## config.mk

```make
export PLATFORM = sky130hd
export DESIGN_NAME = ldst_sequencer
export DESIGN_NICKNAME = d
export VERILOG_FILES = /design/src/rtl/ldst_sequencer_pkg.sv /design/src/rtl/ldst_sequencer_handshake_timer.sv /design/src/rtl/ldst_sequencer.sv
export SDC_FILE = /design/constraint.sdc
export NUM_CORES = 1
export LEC_CHECK = 0
export BUFFER_PORTS_ARGS = -buffer_cell sky130_fd_sc_hd__buf_2
export CORE_MARGIN = 8
export CORE_UTILIZATION = 50
export DETAILED_ROUTE_END_ITERATION = 16
export PLACE_DENSITY_LB_ADDON = 0.08
export REMOVE_ABC_BUFFERS = 1
export SYNTH_ARGS = -nofsm -noshare
export SYNTH_HDL_FRONTEND = slang
export SYNTH_SLANG_ARGS = --single-unit
```

## constraint.sdc

```tcl
create_clock -name Clock -period 6.4 [get_ports Clock]
set_input_delay 0.32 -clock Clock [delete_from_list [all_inputs] [get_ports Clock]]
set_output_delay 0.32 -clock Clock [all_outputs]
set_load 0.1 [all_outputs]
```

## src/rtl/ldst_sequencer_pkg.sv

```systemverilog
// Shared types and encodings for the load/store instruction sequencer.
// Holds the FSM state enum, supported opcodes and the ALU add select.
package ldst_sequencer_pkg;

  typedef enum logic [3:0] {
    IDLE, T0, T1, T2, T3, T4, T5, T6, T7, WAIT_MEM, WAIT_ALU, DONE, ERR
  } state_e;

  localparam logic [4:0] OP_LD  = 5'b00000;
  localparam logic [4:0] OP_LDI = 5'b00001;
  localparam logic [4:0] OP_ST  = 5'b00010;

  localparam logic [5:0] ALU_ADD = 6'b000100;

  function automatic logic is_known_op(input logic [4:0] op);
    return (op == OP_LD) || (op == OP_LDI) || (op == OP_ST);
  endfunction

  // A memory wait resumes at the step after the one that issued the access.
  function automatic state_e mem_return(input state_e src);
    case (src)
      T1:      return T2;
      T6:      return T7;
      default: return DONE;
    endcase
  endfunction

endpackage

```

## src/rtl/ldst_sequencer_handshake_timer.sv

```systemverilog
// Wait-cycle counter for memory/ALU handshakes; flags the last allowed
// waiting cycle when no finished indication is present.
module handshake_timer #(
  parameter int TIMEOUT_W   = 8,
  parameter int MEM_TIMEOUT = 200
) (
  input  logic Clock,
  input  logic clear,
  input  logic clr,
  input  logic en,
  input  logic done_in,
  output logic expired
);

  localparam logic [TIMEOUT_W-1:0] LAST_CNT = TIMEOUT_W'(MEM_TIMEOUT - 1);

  logic [TIMEOUT_W-1:0] r_cnt;

  always_ff @(posedge Clock) begin
    if (!clear) begin
      r_cnt <= '0;
    end else if (clr) begin
      r_cnt <= '0;
    end else if (en) begin
      r_cnt <= r_cnt + 1'b1;
    end
  end

  // The MEM_TIMEOUT-th waiting cycle is the last one; a finish then still wins.
  assign expired = en && !done_in && (r_cnt == LAST_CNT);

endmodule

```

## src/rtl/ldst_sequencer.sv

```systemverilog
// Control sequencer for LD / LDI / ST instructions with bounded waits on
// memory and ALU handshakes. Outputs are a Moore decode of registered state.
//
//   state    | meaning
//   IDLE     | waiting for go
//   T0       | increment PC
//   T1       | instruction fetch request
//   T2       | load IR from MDR (opcode captured at the end of this step)
//   T3       | base register onto bus into RY
//   T4       | immediate + base into RZ, ALU start
//   T5       | effective address to MAR (LD/ST) or to Ra (LDI)
//   T6       | LD: read request / ST: store data into MDR
//   T7       | LD: MDR into Ra / ST: write request
//   WAIT_MEM | holding the issuing step's outputs until mem_finished
//   WAIT_ALU | holding T4 outputs (start low) until alu_finished
//   DONE     | one-cycle done pulse
//   ERR      | timeout or unknown opcode; waits for go
module ldst_sequencer #(
  parameter int OPSEL_W     = 6,
  parameter int TIMEOUT_W   = 8,
  parameter int MEM_TIMEOUT = 200
) (
  input  logic               Clock,
  input  logic               clear,
  input  logic               go,
  input  logic [4:0]         opcode,
  input  logic               alu_finished,
  input  logic               mem_finished,
  output logic               PCout,
  output logic               IncPC,
  output logic               MARin,
  output logic               Read,
  output logic               Write,
  output logic               MDRin,
  output logic               MDRout,
  output logic               IRin,
  output logic               Gra,
  output logic               Grb,
  output logic               BAout,
  output logic               Rout,
  output logic               Rin,
  output logic               RYin,
  output logic               Immout,
  output logic               RZin,
  output logic               RZLOout,
  output logic               start,
  output logic [OPSEL_W-1:0] opSelect,
  output logic               busy,
  output logic               done,
  output logic               error
);

  import ldst_sequencer_pkg::*;

  state_e     r_state;
  state_e     r_src;
  state_e     w_next;
  state_e     w_view;
  logic [4:0] r_op;
  logic       w_in_wait;
  logic       w_clr;
  logic       w_fin;
  logic       w_expired;
  logic       w_ld;
  logic       w_ldi;

  assign w_in_wait = (r_state == WAIT_MEM) || (r_state == WAIT_ALU);
  assign w_clr     = !w_in_wait;
  assign w_fin     = (r_state == WAIT_MEM) ? mem_finished : alu_finished;
  assign w_ld      = (r_op == OP_LD);
  assign w_ldi     = (r_op == OP_LDI);

  handshake_timer #(
    .TIMEOUT_W  (TIMEOUT_W),
    .MEM_TIMEOUT(MEM_TIMEOUT)
  ) u_timer (
    .Clock  (Clock),
    .clear  (clear),
    .clr    (w_clr),
    .en     (w_in_wait),
    .done_in(w_fin),
    .expired(w_expired)
  );

  always_ff @(posedge Clock) begin
    if (!clear) begin
      r_state <= IDLE;
      r_src   <= IDLE;
      r_op    <= '0;
    end else begin
      r_state <= w_next;
      if ((w_next == WAIT_MEM) && !w_in_wait) r_src <= r_state;
      if (r_state == T2) r_op <= opcode;
    end
  end

  always_comb begin
    w_next   = r_state;
    w_view   = r_state;
    PCout    = 1'b0;
    IncPC    = 1'b0;
    MARin    = 1'b0;
    Read     = 1'b0;
    Write    = 1'b0;
    MDRin    = 1'b0;
    MDRout   = 1'b0;
    IRin     = 1'b0;
    Gra      = 1'b0;
    Grb      = 1'b0;
    BAout    = 1'b0;
    Rout     = 1'b0;
    Rin      = 1'b0;
    RYin     = 1'b0;
    Immout   = 1'b0;
    RZin     = 1'b0;
    RZLOout  = 1'b0;
    opSelect = '0;
    start    = (r_state == T4);
    busy     = (r_state != IDLE) && (r_state != ERR);
    done     = (r_state == DONE);
    error    = (r_state == ERR);

    case (r_state)
      IDLE:     if (go) w_next = T0;
      T0:       w_next = T1;
      T1:       w_next = WAIT_MEM;
      T2:       w_next = T3;
      T3:       w_next = is_known_op(r_op) ? T4 : ERR;
      T4:       w_next = WAIT_ALU;
      T5:       w_next = w_ldi ? DONE : T6;
      T6:       w_next = w_ld ? WAIT_MEM : T7;
      T7:       w_next = w_ld ? DONE : WAIT_MEM;
      WAIT_MEM: begin
        w_view = r_src;
        if (mem_finished)   w_next = mem_return(r_src);
        else if (w_expired) w_next = ERR;
      end
      WAIT_ALU: begin
        w_view = T4;
        if (alu_finished)   w_next = T5;
        else if (w_expired) w_next = ERR;
      end
      DONE:     w_next = IDLE;
      ERR:      if (go) w_next = T0;
      default:  w_next = IDLE;
    endcase

    case (w_view)
      T0: IncPC = 1'b1;
      T1: begin
        PCout = 1'b1;
        MARin = 1'b1;
        Read  = 1'b1;
        MDRin = 1'b1;
      end
      T2: begin
        MDRout = 1'b1;
        IRin   = 1'b1;
      end
      T3: begin
        Grb   = 1'b1;
        BAout = 1'b1;
        Rout  = 1'b1;
        RYin  = 1'b1;
      end
      T4: begin
        Immout   = 1'b1;
        RZin     = 1'b1;
        opSelect = OPSEL_W'(ALU_ADD);
      end
      T5: begin
        RZLOout = 1'b1;
        if (w_ldi) begin
          Gra = 1'b1;
          Rin = 1'b1;
        end else begin
          MARin = 1'b1;
        end
      end
      T6: begin
        MDRin = 1'b1;
        if (w_ld) begin
          Read = 1'b1;
        end else begin
          Gra  = 1'b1;
          Rout = 1'b1;
        end
      end
      T7: begin
        if (w_ld) begin
          MDRout = 1'b1;
          Gra    = 1'b1;
          Rin    = 1'b1;
        end else begin
          Write = 1'b1;
        end
      end
      default: ;
    endcase
  end

endmodule

```

==> results.toml <==
[timing]
worst_pin_slew_ps = 652.5
slew_headroom_pct = 56.31
rsz0062_at_grt = "false"
min_period_ps = 3034
setup-tns-final_ps = 0
fin_crit_sh_pct = 47.41
finalHoldViolations = 0
fmax_ghz = 0.3296
final_max_slew_viol_count = 0
finalSetupViolations = 0
worst_slack_ps = 3366
clock-skew-final_ps = 3.935
whs_ps = 272.7

[clocking]
cts_resized = 0
cts_setup_buffers = 0
htree_num_levels = 1
cts.clk_slew.worst_paths_ps = 120
cts_hold_buf = 0
cts_buffers = 3
cts_num_sinks = 21
clk_path_buf_depth = 2
clk_latency_ps = 310
cts_tree = "done"
root_buffer = "clkbuf_4"

[worst_setup_path]
worstReg2RegStart = "r_state[3]"
crit_start = "r_state[1]"
critPathKind = "reg2out"
cp-end-kind = "primary output"
worst-endpoint-arrival_ps = 2710
critPathRequiredTime_ps = 6080
cp-start-kind = "flip-flop"
worst-path-max-fanout = 18

[routing]
drcViolationCount = 0
viasPerCell = 5.817
totalWireLength_mm = 3.563
antenna_left = 0
dr.pass1.iters = 4
dr_total_vias = 1396
wl_per_cell_um = 14.85
drt_iter0_markers = 116

[finish]
postLayoutCellArea_um2 = 1574
diodes = 0
fin_util_pct = 57.08
layout-drive-gt1-share_pct = 19.14
fin_cells = 240
layout.nets = 221
syn2layout_area_growth_pct = 8.824

[power_and_ir_drop]
power.internal_mw = 0.2485
power_mw = 0.6339
combPwrFrac_pct = 61.9
power_leakage_nw = 0.6891
power_density_nw_per_um2 = 402.7
ir_worst_vdd_mv = 0.3757
p_clk_share_pct = 10.1
netSwitchingFraction_pct = 60.80
p_switching_mw = 0.3854
power_frac_seq_pct = 28.0

[yosys]
ys_types = 51
ys_warn_count = 0
yosysSeqAreaShare_pct = 29.07
yosysTopAreaCell = "dfxtp_1"
synth_area_um2 = 1446
synth_top_area_share_pct = 29.07
netlist_instances = 187
yosys_most_used_dff = "dfxtp_1"
avgSynthCellArea_um2 = 7.735
synthArstFlopShare_pct = 0
synth_edf_count = 0
synthTopCellsByArea = "dfxtp_1 29%, nor2_1 6.0%, mux2i_1 4.8%"
ys_seq_elements = 21

[placement]
post-place-ws_ps = 3749
numPortBuffers = 31
place_congestion = 0.9182
place_area_um2 = 1546
dp.final_hpwl_mm = 2.733
dp_cells = 236

[floorplanning]
die_area_um2 = 4870
chipWidth_um = 69.79
io_pins = 37
rows = 19
die_h_um = 69.79
initial_utilization_pct = 52.45
core_um2 = 2758

[min_path]
hold_class = "in2reg"
hp-start = "opcode[0]"

[global_routing]
track_usage_pct = 14.24
gr-total-overflow = 0
grt_max_degree = 19
grt_pass1_vias = 1375
antenna_found_initial = 0
grt_pass1_wl_mm = 6.120

[outcome]
status = "completed"

[job]
maxCapViolCount = 0
## registers in the layout, summed over array words and instances (netlist names)
| name | cells |
|---|---|
| r_src | 4 |
| r_op | 5 |
| r_state | 4 |
| u_timer.r_cnt | 8 |
## cell usage in the layout, fill, tap and decap left out, types with 6 or more instances in the layout
master	netlist	layout
a21oi_1	9	9
inv_1	6	6
dfxtp_1	21	21
buf_2	3	31
nand3_1	9	9
nor2b_1	11	11
nor2_1	23	23
nand2_1	15	15
nand2b_1	10	10
o21ai_0	7	7
mux2i_1	7	7
## logic make-up (layout without fill, tap and decap cells)
logic type | Yosys count | in the layout | share of synthesized area, %
AO/OA/AOI/OAI | 41 | 41 | 18.95
AND/OR/NAND/NOR | 86 | 86 | 32.61
other | 1 | 5 | 0.2593
flip-flops | 21 | 21 | 29.07
XOR/XNOR | 6 | 6 | 3.633
adder cells (fa/ha/maj) | 2 | 2 | 1.557
buffers and inverters | 23 | 41 | 9.082
multiplexers | 7 | 7 | 4.844
## final timing paths
kind,slack (ps),endpoint,cells after the start
worst max-delay path,3370,Rout,7
worst min-delay path,270,r_op[0],3
worst max register to register,3940,r_src[2],6
worst min register to register,450,u_timer.r_cnt[0],1
## worst max-delay path, cell delays in order, from the launching register on
cell      delay, ps
dfxtp_1         690
nor2b_1         310
a31oi_1          70
o21ai_0         300
inv_1           100
nor3_1          330
o21bai_1        160
buf_2           440
## power groups by stage
stage | Clock, mW | Sequential (mW) | Combinational (mW)
2_1_floorplan | 0 | 0.169 | 0.334
3_3_place_gp | 0 | 0.177 | 0.391
3_5_place_dp | 0 | 0.180 | 0.391
4_1_cts | 0.0663 | 0.177 | 0.392
5_1_grt | 0.0724 | 0.182 | 0.414
6_report | 0.0638 | 0.177 | 0.393
## Yosys cell counts (all sizes together) (2+ instances only)
cell type	n
buf	14
nand2b	11
clkbuf	3
inv	6
xnor2	2
a31o	2
o21ai	8
nor2	23
nand2	15
xor2	4
o21bai	2
and2b	2
mux2i	7
nor3	3
a31oi	4
nor2b	11
a21oi	9
dfxtp	21
o22ai	3
and3	4
nand3	9
a2111oi	2
## cell type report
cell class                      count  area (µm²)
Inverter                            6       22.52
Clock inverter                      1       5.005
Multi-Input combinational cell    147       909.6
Timing Repair Buffer               31       155.1
Fill cell                         264        1184
Sequential cell                    21       420.4
Tap cell                           31       38.79
Clock buffer                        3       22.52
## layer usage
| metal | part of all wire, % | vias up | track usage [%] |
|---|---|---|---|
| li1 | - | 692 | - |
| met1 | 44 | 642 | 17.52 |
| met2 | 47 | 54 | 23.35 |
| met3 | 7.6 | 8 | 4.721 |
| met4 | 1.1 | 0 | 2.902 |
| met5 | 0 | - | 0 |
Note: power is estimated with default switching activity, not from simulation.
